===== src/rtl/spi_master_n.sv =====
// SPI master with configurable word width, slave-select count, SCLK divider and CPOL/CPHA.
// One word per start request; the received word is published with a one-cycle done pulse.
module spi_master_n #(
  parameter int DW    = 16,
  parameter int NSS   = 2,
  parameter int DIV_W = 8,
  parameter int SW    = (NSS > 1) ? $clog2(NSS) : 1
) (
  input  logic             clk,
  input  logic             reset,
  input  logic             start,
  input  logic [DW-1:0]    tx_data,
  input  logic [SW-1:0]    ss_sel,
  input  logic             cpol,
  input  logic             cpha,
  input  logic [DIV_W-1:0] clk_div,
  output logic             busy,
  output logic             done,
  output logic [DW-1:0]    rx_data,
  output logic [NSS-1:0]   ss,
  output logic             sclk,
  output logic             mosi,
  input  logic             miso
);

  localparam int            EW        = $clog2(2 * DW + 1);
  localparam logic [EW-1:0] LAST_EDGE = EW'(2 * DW - 1);
  localparam logic [SW:0]   NSS_L     = (SW + 1)'(NSS);

  typedef enum logic [1:0] {IDLE, SETUP, XFER, HOLD} state_t;

  state_t           state_q, state_d;
  logic [DIV_W-1:0] cnt_q, div_q;
  logic [EW-1:0]    edge_cnt_q;
  logic [DW-1:0]    tx_sh, rx_sh;
  logic             cpha_q;
  logic             tick, accept, edge_en, finish, leading, last_edge;
  logic [NSS-1:0]   sel_oh;

  assign tick      = (cnt_q == '0);
  assign leading   = ~edge_cnt_q[0];
  assign last_edge = (edge_cnt_q == LAST_EDGE);

  always_comb begin
    for (int i = 0; i < NSS; i++) begin
      sel_oh[i] = (ss_sel == SW'(i));
    end
  end

  always_ff @(posedge clk or posedge reset) begin
    if (reset) state_q <= IDLE;
    else       state_q <= state_d;
  end

  // The SETUP->XFER transition is itself the first SCLK edge; XFER waits one
  // extra half-period after the final edge so HOLD starts on a period boundary.
  always_comb begin
    state_d = state_q;
    accept  = 1'b0;
    edge_en = 1'b0;
    finish  = 1'b0;
    case (state_q)
      IDLE: begin
        if (start && ({1'b0, ss_sel} < NSS_L)) begin
          accept  = 1'b1;
          state_d = SETUP;
        end
      end
      SETUP: begin
        if (tick) begin
          edge_en = 1'b1;
          state_d = XFER;
        end
      end
      XFER: begin
        if (tick) begin
          if (edge_cnt_q == EW'(2 * DW)) state_d = HOLD;
          else                           edge_en = 1'b1;
        end
      end
      HOLD: begin
        if (tick) begin
          finish  = 1'b1;
          state_d = IDLE;
        end
      end
      default: state_d = IDLE;
    endcase
  end

  always_ff @(posedge clk or posedge reset) begin
    if (reset) begin
      cnt_q <= '0;
      div_q <= '0;
    end else if (accept) begin
      cnt_q <= clk_div;
      div_q <= clk_div;
    end else if (state_q != IDLE) begin
      cnt_q <= tick ? div_q : cnt_q - DIV_W'(1);
    end
  end

  // Idle SCLK tracks cpol, so the level at accept is the latched polarity;
  // an even number of toggles returns it there for HOLD.
  always_ff @(posedge clk or posedge reset) begin
    if (reset) begin
      ss         <= '1;
      sclk       <= 1'b0;
      mosi       <= 1'b0;
      busy       <= 1'b0;
      done       <= 1'b0;
      rx_data    <= '0;
      tx_sh      <= '0;
      rx_sh      <= '0;
      cpha_q     <= 1'b0;
      edge_cnt_q <= '0;
    end else begin
      done <= 1'b0;
      if (state_q == IDLE) sclk <= cpol;
      if (accept) begin
        ss         <= ~sel_oh;
        busy       <= 1'b1;
        tx_sh      <= tx_data;
        rx_sh      <= '0;
        cpha_q     <= cpha;
        edge_cnt_q <= '0;
        if (!cpha) mosi <= tx_data[DW-1];
      end
      if (edge_en) begin
        sclk       <= ~sclk;
        edge_cnt_q <= edge_cnt_q + EW'(1);
        if (leading ^ cpha_q) begin
          rx_sh <= {rx_sh[DW-2:0], miso};
        end else if (cpha_q) begin
          mosi  <= tx_sh[DW-1];
          tx_sh <= tx_sh << 1;
        end else if (!last_edge) begin
          mosi  <= tx_sh[DW-2];
          tx_sh <= tx_sh << 1;
        end
      end
      if (finish) begin
        ss      <= '1;
        busy    <= 1'b0;
        done    <= 1'b1;
        rx_data <= rx_sh;
      end
    end
  end

endmodule


===== config.mk =====
export PLATFORM = sky130hd
export DESIGN_NAME = spi_master_n
export DESIGN_NICKNAME = d
export VERILOG_FILES = /design/src/rtl/spi_master_n.sv
export SDC_FILE = /design/constraint.sdc
export NUM_CORES = 1
export LEC_CHECK = 0
export CAP_MARGIN = 20
export CORE_ASPECT_RATIO = 1.75
export CORE_MARGIN = 2
export CORE_UTILIZATION = 35
export DETAILED_ROUTE_END_ITERATION = 10
export PLACE_DENSITY = 0.65
export REMOVE_ABC_BUFFERS = 1
export SLEW_MARGIN = 20
export SYNTH_ARGS = -nofsm -noshare
export SYNTH_HDL_FRONTEND = slang
export SYNTH_SLANG_ARGS = --single-unit

===== constraint.sdc =====
create_clock -name clk -period 2.6 [get_ports clk]
set_input_delay 0.39 -clock clk [delete_from_list [all_inputs] [get_ports clk]]
set_output_delay 0.39 -clock clk [all_outputs]
set_load 0.01 [all_outputs]

==> summary.txt, run 1 <==
Placement
  – Placed cell count: ~560
  – Placed inst area: 0.00460 mm^2
  – RePlAce Congestion: approximately 0.83
  – Port Buffer Count: 52
  – Post-DP HPWL: just under 6000 um

Synth
  – Yosys cell types: 48
  – Cell area after synthesis: 0.00391 mm^2
  – Top_reg_cell synth: dfrtp_1
  – Register area share after synthesis: about half
  – Yosys warnings: 0
  – #FFs+latches synth: between 70 and 80
  – Synth async-reset ratio: 100%
  – Synth top area share: between 40% and 50%
  – Cell taking the most area after synthesis: dfrtp_1
  – Mapped Cells: 380
  – Post-synth EDFFs: 0
  – Top cells by area, synth: dfrtp_1, nand2_1, mux2_2
  – Mean post-synth cell area: a little over 10 um^2

Power
  – Clock power share: between 40% and 50%
  – Switching power total: 0.503 mW
  – Sw Ratio: 20.4%
  – Power share of the combinational group: 3.6%
  – Cell Int Power: 1.96 mW
  – Peak supply drop: ~0.35 mV
  – Leak Pwr: about 2.5 nW
  – Seq pwr share: between 40% and 50%
  – PD cells: ~510 mW/mm^2

Cells and area
  – Final nets: about 480
  – Area Growth Syn to Fin: 24.6%
  – Util after Layout: approximately 44%
  – Ant diodes: 0
  – Finished Cell Area: between 0.004 and 0.005 mm^2
  – Share of layout cells above drive strength 1: about 15%
  – Non-Filler Instances: roughly 570

Die
  – Number of core rows: slightly above 50
  – I/O pin cnt: 53
  – Die Height: ~140 um
  – Die ar.: 0.0121 mm^2
  – Initial Util: between 30% and 40%
  – Die W: approximately 84 um
  – Core Area: approximately 0.011 mm^2

Clock network
  – CTS root buf: clkbuf_16
  – # Post-CTS Setup Buffers: 0
  – Post_cts resized: 0
  – CTS H-tree depth: 3
  – Longest Clk Path Bufs: 2
  – Hold Buf Count CTS: 0
  – CTS tree: done
  – Clock buffers created by TritonCTS: 9
  – Clock latency on the worst-skew pair: between 0.3 and 0.4 ns
  – CTS clk-pin slew, worst paths: ~0.06 ns
  – CTS Sinks: slightly below 80

Drt
  – DR iter-0 viols: 119
  – DR WL/cell: around 14 um
  – DRT antenna net count: 0
  – Via-to-Cell Ratio: approximately 5.0
  – Total routed wirelength: 8190 um
  – Vias: between 2,000 and 3,000
  – Post-route DRC: 0
  – DR pass1 iterations: 4

Timing
  – Rel. slew slack: 54.5%
  – Fmax achieved: ~450 MHz
  – RSZ-0062 raised after global routing: false
  – Worst Max-Slew Pin Slew: about 0.68 ns
  – Clock skew: 0.00731 ns
  – Min Hold Slack: between 0.4 and 0.5 ns
  – Fin. max-slew vios: 0
  – Final cycle utilization of the critical path: between 80% and 90%
  – Final setup vio count: 0
  – Final min period: approximately 2.2 ns
  – Fin. Hold Viols: 0

Critical path
  – Worst R2R End: tx_sh[13]
  – Reg-to-Reg Start: state_q[0]
  – Worst path required time: 2.81 ns
  – R2R Setup Slk: approximately 0.38 ns
  – Worst Path Class, Setup: reg -> reg
  – Startpoint types: register
  – Critical path peak fanout: 17
  – CP endpoint kind: register
  – R2r worst-path depth: 6
  – CP Data Arrival Time: roughly 2.4 ns

Global route
  – Total GRT Usage: ~14%
  – Grt total ovfl: 0
  – Global-route wire length before repair: between 10,000 and 15,000 um
  – Vias in the first global route: 2,913
  – Antenna violations before repair: 0
  – Largest net degree at the start of global routing: 34

Status
  – Status: complete, no violations

Run
  – Max-cap violation count: 0

Worst hold path
  – HP Class: in -> async
==> worst max path at each step <==
stage | startpoint | endpoint | cells after the start
2_1_floorplan | cnt_q[0] | rx_sh[0] | 6
3_3_place_gp | state_q[1] | tx_sh[12] | 6
3_5_place_dp | state_q[0] | tx_sh[8] | 6
4_1_cts | state_q[0] | tx_sh[13] | 6
5_1_grt | state_q[1] | tx_sh[14] | 6
6_report | state_q[0] | tx_sh[13] | 6
==> cells in the mapped netlist (3+ instances only) <==
cell      number
buf_6          3
mux2_4         7
dfrtp_1       77
nor4_1         6
ha_1           8
o211ai_1       5
mux2_2        23
nor3_1         6
nand2b_1       3
nand2_1       95
o21ai_0       13
buf_2          4
nand3_1        5
and2_1         3
a211oi_1       3
mux2i_1       24
a221o_1        3
inv_1         28
nor2b_1        4
nor2_1         5
a21oi_1       12
clkbuf_1       9
==> logic make-up (layout without fill, tap and decap cells) <==
kind of cell / after synthesis / after routing / synth area share (%)
adders and majority gates: 8 / 8 / 2.56
xor gates and xnor gates: 1 / 1 / 0.224
and+or+nand+nor: 134 / 134 / 15.4
DFF: 79 / 79 / 50.6
AOI/OAI and AO/OA: 55 / 55 / 9.82
muxes: 56 / 56 / 16.0
buffers and inverters: 47 / 107 / 5.40
==> per-stage QoR <==
step | setup slack [ns] | TNS, ns | power (mW)
detailed placement | 0.376 | 0 | 1.34
finish | 0.381 | 0 | 2.47
global route | 0.177 | 0 | 2.58
global placement | 0.453 | 0 | 1.34
CTS | 0.363 | 0 | 2.50
floorplan | -0.0240 | -0.384 | 1.28
==> cell type report <==
class	count	area (um^2)
clock inverters	3	20.0
fillers	1055	6160
flip-flops and latches	79	1980
inverters	28	106
well taps	132	165
repair buffers	65	631
clock buffers	11	253
multi-input cells	254	1720
==> power groups by stage <==
stage | registers, mW | logic (mW) | clock network [mW]
after floorplan | 1.25 | 0.0236 | 0
after global placement | 1.25 | 0.0908 | 0
after detailed placement | 1.25 | 0.0913 | 0
after CTS | 1.23 | 0.0914 | 1.18
after global routing | 1.23 | 0.0978 | 1.25
final | 1.23 | 0.0880 | 1.15
==> cells in the final DEF (no fill, tap or decap), types with 2 or more instances in the layout <==
cell type / n
inv_1: 27
mux2_4: 7
mux2_1: 2
ha_1: 8
o21ai_0: 13
nand3_1: 5
nand2b_1: 3
o22ai_1: 2
a221o_1: 3
clkinvlp_4: 2
mux2_2: 23
dfrtp_1: 77
clkdlybuf4s50_1: 52
nor4_1: 6
clkinv_2: 2
a211oi_1: 3
buf_4: 12
o21a_1: 2
o211ai_1: 5
o2bb2ai_1: 2
mux2i_1: 24
clkbuf_16: 9
dfstp_2: 2
a221oi_1: 2
nor2_1: 5
clkbuf_8: 2
a21oi_1: 12
nor3_1: 6
nand2_1: 95
or3_1: 2
nor2b_1: 4
and2_1: 3
==> flip-flops by register name (all words and copies together), names as in the netlist <==
signal      flops
state_q         2
tx_sh          16
busy            1
edge_cnt_q      6
done            1
rx_sh          16
cpha_q          1
ss              2
rx_data        16
cnt_q           8
div_q           8
mosi            1
sclk            1
==> worst max-delay path: stages (launching register included) <==
cell and delay [ns]:
dfrtp_1 0.41, inv_1 0.13, ha_1 0.25, o21ai_0 0.16, a31oi_2 0.42, o211ai_4 0.35, mux2_4 0.38
==> metal layers <==
layer / vias to the layer above / global-route usage (%) / part of all wire, %
met5: - / 0 / 0
met4: 0 / 7.13 / 2.6
met3: 12 / 2.58 / 2.4
met2: 53 / 25.3 / 53
met1: 1402 / 17.0 / 42
li1: 1404 / - / -
(Power assumes the default switching activity.)
==> run 2: changes to the inputs <==
- ABC_CLOCK_PERIOD_IN_PS: default -> 2600
- CORE_MARGIN: 2 -> default
- PLACE_DENSITY: 0.65 -> default
- PLACE_DENSITY_LB_ADDON: default -> 0.15
==> run 2 against run 1 <==
Global-route usage up 2.1 points. Maximum frequency up 1.3%. Clock power up 13%. Largest cell class unchanged. Non-clock buffer count down 2. Highest routed layer unchanged. Sequential cell count unchanged. Final cell count down 0.35%. Clock skew down 0.0036 ns. First-iteration DRC count up 13%. Die area down 3.7%.
==> summary.txt, run 2 (synthesis gave the netlist of run 1 again) <==
Timing
  – Setup TNS: 0 ns (unchanged)
  – Min Hold Slack: 0.431 ns (+0.00478 ns)
  – Final setup vio count: 0 (unchanged)
  – RSZ-0062 raised after global routing: false
  – Clock skew: 0.00373 ns (-0.00357 ns)
  – Worst Max-Slew Pin Slew: 0.670 ns (-0.00985 ns)
  – Fin. Hold Viols: 0 (unchanged)
  – Smallest setup slack after layout: 0.409 ns (+0.0283 ns)
  – Final cycle utilization of the critical path: 84.3% (-1.1 points)
  – Rel. slew slack: 55.1% (+0.66 points)
  – Final min period: 2.19 ns (-0.0283 ns)
  – Fin. max-slew vios: 0 (unchanged)
  – Fmax achieved: 456 MHz (+1.3%)

Cells and area
  – Biggest regs: rx_data: 16 flops, rx_sh: 16 flops, tx_sh: 16 flops
  – Most frequent cells in the layout: nand2_1, dfrtp_1, clkdlybuf4s50_1
  – Final nets: 474 (-0.42%)
  – Finished Cell Area: 0.00490 mm^2 (+0.41%)
  – Ant diodes: 0 (unchanged)
  – Area Growth Syn to Fin: 25.1%
  – Commonest non-fill, non-tap cell in the layout: nand2_1
  – Share of layout cells above drive strength 1: 14.8% (-0.23 points)

Power
  – Peak supply drop: 0.332 mV (-5.0%)
  – Leak Pwr: 2.56 nW (+0.62%)
  – PD cells: 534 mW/mm^2 (+5.5%)

Drt
  – Met2 WL post-DR: 4340 um (+0.35%)
  – Vias: 2,862 (-0.31%)
  – Total routed wirelength: 8510 um (+3.8%)
  – Via-to-Cell Ratio: 5.02 (about the same)
  – DRT antenna net count: 0 (unchanged)
  – DR iter-0 viols: 135 (+13%)
  – Post-route DRC: 0 (unchanged)
  – Met3 wire len: 295 um (+48%)
  – DR WL/cell: 14.9 um (+4.2%)
  – DR pass1 iterations: 4 (unchanged)
  – DRT met1 WL: 3690 um (+7.0%)
  – DR top layer: met4

Clock network
  – Clock latency on the worst-skew pair: 0.33 ns (about the same)
  – CTS root buf: clkbuf_16
  – Hold Buf Count CTS: 0 (unchanged)
  – Longest Clk Path Bufs: 2 (unchanged)
  – # Post-CTS Setup Buffers: 0 (unchanged)
  – Post_cts resized: 0 (unchanged)
  – CTS clk-pin slew, worst paths: 0.06 ns (about the same)
  – CTS H-tree depth: 3 (unchanged)
  – CTS tree: done
  – CTS Sinks: 79 (unchanged)
  – Clock buffers created by TritonCTS: 9 (unchanged)

Placement
  – Port Buffer Count: 52 (unchanged)
  – RePlAce Congestion: 0.770 (-7.2%)
  – Placed inst area: 0.00459 mm^2 (-0.38%)
  – Post-DP HPWL: 5960 um (+0.54%)
  – Setup slack at placement: 0.416 ns (+0.0395 ns)

Global route
  – Antenna violations before repair: 0 (unchanged)
  – Largest net degree at the start of global routing: 47 (+38%)
  – Grt total ovfl: 0 (unchanged)
  – Global-route wire length before repair: 14,300 um (+2.8%)
  – Vias in the first global route: 2,861 (-1.8%)
  – Total GRT Usage: 16.5% (+2.1 points)

Die
  – I/O pin cnt: 53 (unchanged)
  – Die Height: 142 um (-1.4%)
  – Core Area: 0.0108 mm^2 (-2.5%)
  – Number of core rows: 50 (-2.0%)
  – Die ar.: 0.0116 mm^2 (-3.7%)
  – Initial Util: 36.4% (+0.92 points)
  – Die W: 81.9 um (-2.4%)

Critical path
  – Worst path required time: 2.82 ns (about the same)
  – CP endpoint kind: register
  – Critical path peak fanout: 17 (unchanged)
  – Launch point of the critical path: state_q[1]
  – CP Data Arrival Time: 2.41 ns (-0.02 ns)
  – Worst Path Class, Setup: reg -> reg
  – Reg-to-Reg Start: state_q[1]
  – Startpoint types: register

Worst hold path
  – HP Class: in -> async

Status
  – Status: complete, no violations

Run
  – Max-cap violation count: 0 (unchanged)
## run 2: cell count changes in the layout (fill, tap and decap cells not counted), sizes merged
cell and change:
buf -2, bufinv +1, clkinv +1, clkbuf +2, clkinvlp -2
## run 2: cell type report
| type | instances | area, um^2 |
|---|---|---|
| timing repair buffer | 63 | 616 |
| clock buffer | 13 | 270 |
| tap | 130 | 163 |
| multi-input combinational | 254 | 1720 |
| sequential | 79 | 1980 |
| fill | 1056 | 5860 |
| inverter | 28 | 106 |
| clock inverter | 3 | 40.0 |
## run 2: per-layer routing
metal  vias up  global-route usage [%]
met4         0                    7.57
met3        13                    4.57
met1      1387                    20.9
li1       1406                       -
met2        56                    25.8
met5         -                       0
## run 2: path summary, 6_finish.rpt
check	end	slack, ns	depth (start not counted)
max	tx_sh[11]	0.41	6
min	rx_data[14]	0.43	2
max reg2reg	tx_sh[11]	0.41	6
min reg2reg	cpha_q	0.48	2
max in group asynchronous	tx_sh[8]	1.51	3
min in group clk	cpha_q	0.48	2
## run 2: worst max-delay path: stages (launching register included)
cell	delay [ns]
dfrtp_1	0.39
inv_1	0.11
ha_1	0.31
o21ai_0	0.12
a31oi_2	0.41
o211ai_4	0.34
mux2_4	0.38
## run 2: power by group
part | switching, mW | internal, mW
combinational | 0.0384 | 0.0477
clock | 0.478 | 0.819
sequential | 0.000596 | 1.23
total | 0.517 | 2.10
## run 2: per-stage QoR
| stage | util (%) | total power [mW] | instances |
|---|---|---|---|
| 4_1_cts | 45.5 | 2.66 | 570 |
| 3_5_place_dp | 42.6 | 1.34 | 554 |
| 6_report | 45.5 | 2.61 | 570 |
| 2_1_floorplan | - | 1.28 | 361 |
| 5_1_grt | 45.5 | 2.72 | 570 |
| 3_3_place_gp | 42.6 | 1.34 | 554 |
==> run 3: changes to the inputs <==
- ABC_CLOCK_PERIOD_IN_PS: 2600 -> 2000
- clock period: 2.6 -> 2 ns (I/O delays scaled with it)
==> run 3 against run 2 <==
Sequential share of layout area fell by 2.0 points. Sequential cell count did not move. Wire length rose by 4.7%. Critical path depth fell by 1. Core utilization rose by 2.4 points. Critical endpoint is now tx_sh[2]. Die area did not move. Largest power group unchanged. First-iteration DRC count rose by 9.6%. Clock power rose by 37%. Critical path type unchanged. Final cell count rose by 4.2%.
==> summary.txt, run 3 (synthesis gave the netlist of run 1 again) <==
Critical path
  – Critical path peak fanout: 17 (unchanged)
  – Worst path required time: 2.22 ns (-0.60 ns)
  – Worst R2R End: tx_sh[2]
  – R2R Setup Slk: 0.09 ns (-0.32 ns)
  – CP Data Arrival Time: 2.13 ns (-0.28 ns)
  – Worst stage delay on the critical path: 0.55 ns (+0.14 ns)
  – Crit-path cells: ha_1 > and3_1 > a21oi_1 > o211ai_4 > mux2_2
  – CP endpoint kind: register
  – Startpoint types: register
  – R2r worst-path depth: 5 (-1)
  – CP max-delay cell: o211ai_4
  – Worst Path Class, Setup: reg -> reg
  – Reg-to-Reg Start: edge_cnt_q[1]

Die
  – Die Height: 142 um (unchanged)
  – Initial Util: 36.4% (unchanged)
  – I/O pin cnt: 53 (unchanged)
  – Die W: 81.9 um (unchanged)
  – Core Area: 0.0108 mm^2 (unchanged)
  – Die ar.: 0.0116 mm^2 (unchanged)
  – Number of core rows: 50 (unchanged)

Cells and area
  – Share of layout cells above drive strength 1: 19.4% (+4.6 points)
  – Finished Cell Area: 0.00516 mm^2 (+5.3%)
  – Ant diodes: 0 (unchanged)
  – Biggest regs: rx_data: 16 flops, rx_sh: 16 flops, tx_sh: 16 flops
  – Commonest non-fill, non-tap cell in the layout: nand2_1
  – Area Growth Syn to Fin: 31.7%
  – Most frequent cells in the layout: nand2_1, dfrtp_1, clkdlybuf4s50_1
  – Final nets: 498 (+5.1%)

Drt
  – Vias: 2,963 (+3.5%)
  – DR pass1 iterations: 4 (unchanged)
  – Via-to-Cell Ratio: 4.99 (-0.65%)
  – DR WL/cell: 15.0 um (+0.48%)
  – Total routed wirelength: 8910 um (+4.7%)
  – DRT antenna net count: 0 (unchanged)
  – Post-route DRC: 0 (unchanged)
  – DR iter-0 viols: 148 (+9.6%)

Placement
  – RePlAce Congestion: 0.811 (+5.3%)
  – Placed inst area: 0.00478 mm^2 (+4.3%)
  – Setup slack at placement: -0.0437 ns (-0.460 ns)
  – Port Buffer Count: 52 (unchanged)
  – Post-DP HPWL: 6330 um (+6.2%)

Power
  – PD cells: 678 mW/mm^2 (+27%)
  – Leak Pwr: 2.70 nW (+5.5%)
  – Peak supply drop: 0.533 mV (+60%)
  – Tot Pwr: 3.50 mW (+34%)

Timing
  – Fin. max-slew vios: 0 (unchanged)
  – Clock skew: 0.00748 ns (+0.00374 ns)
  – Final min period: 1.91 ns (-0.277 ns)
  – RSZ-0062 raised after global routing: false
  – Final cycle utilization of the critical path: 95.7% (+11 points)
  – Final setup vio count: 0 (unchanged)
  – Rel. slew slack: 56.0% (+0.89 points)
  – Worst Max-Slew Pin Slew: 0.657 ns (-0.0133 ns)
  – Fin. Hold Viols: 0 (unchanged)
  – Fmax achieved: 522 MHz (+14%)
  – Min Hold Slack: 0.295 ns (-0.136 ns)
  – Smallest setup slack after layout: 0.0856 ns (-0.323 ns)

Clock network
  – CTS clk-pin slew, worst paths: 0.06 ns (about the same)
  – Clock latency on the worst-skew pair: 0.33 ns (about the same)
  – CTS tree: done
  – Longest Clk Path Bufs: 2 (unchanged)
  – Hold Buf Count CTS: 0 (unchanged)
  – CTS H-tree depth: 3 (unchanged)
  – CTS root buf: clkbuf_16
  – CTS Sinks: 79 (unchanged)
  – Clock buffers created by TritonCTS: 9 (unchanged)

Worst hold path
  – HP Class: in -> async

Global route
  – Vias in the first global route: 3,148 (+10%)
  – Antenna violations before repair: 0 (unchanged)
  – Total GRT Usage: 17.1% (+0.58 points)
  – Largest net degree at the start of global routing: 30 (-36%)
  – Global-route wire length before repair: 15,100 um (+5.5%)
  – Grt total ovfl: 0 (unchanged)

Status
  – Status: complete, no violations

Run
  – Max-cap violation count: 0 (unchanged)
run 3: power by group:
part / internal, mW / switching (mW) / total (mW)
logic: 0.0670 / 0.0505 / 0.117
registers: 1.60 / 0.000721 / 1.60
clock network: 1.13 / 0.651 / 1.78
total: 2.79 / 0.703 / 3.50
run 3: area by class of cell:
| cell class | count | area [um^2] |
|---|---|---|
| clock buffers | 11 | 243 |
| clock inverters | 5 | 81.3 |
| fillers | 1045 | 5600 |
| inverters | 28 | 106 |
| multi-input cells | 254 | 1730 |
| flip-flops and latches | 79 | 1980 |
| well taps | 130 | 163 |
| repair buffers | 87 | 858 |
run 3: per-stage QoR:
stage | instances | setup TNS (ns) | utilization [%]
floorplan | 361 | -47.27 | -
global placement | 572 | 0 | 44.5
detailed placement | 572 | -0.169 | 44.5
CTS | 593 | 0 | 47.8
global route | 594 | 0 | 47.9
finish | 594 | 0 | 47.9
run 3: worst max-delay path by stage:
stage,startpoint,slack [ns],depth (start not counted),to
CTS,state_q[0],0.03,6,tx_sh[5]
finish,edge_cnt_q[1],0.09,5,tx_sh[2]
global route,state_q[0],0.005,7,edge_cnt_q[3]
floorplan,cnt_q[0],-0.62,6,rx_sh[0]
global placement,start,0.05,4,edge_cnt_q[2]
detailed placement,state_q[0],-0.04,7,edge_cnt_q[4]
run 3: worst max-delay path: cells and delay by family, from the launching register on:
family	cells	cell delay (ns)
adder cells (fa/ha/maj)	1	0.18
AO/OA/AOI/OAI	2	0.65
flip-flops	1	0.37
multiplexers	1	0.41
AND/OR/NAND/NOR	1	0.19
run 3: per-layer routing:
layer | track usage (%) | wire length, um | vias up
met4 | 8.13 | 172 | 0
met5 | 0 | 0 | -
li1 | - | - | 1449
met2 | 28.7 | 4610 | 43
met3 | 2.70 | 241 | 10
met1 | 20.9 | 3880 | 1461
run 3: timing repair:
item	in CTS	in global routing
endpoints found under the hold margin	0	0
endpoints found under the setup margin	10	19
pin swaps	0	1
gates resized for setup	0	3
cloned	0	0
buffers inserted	5	1
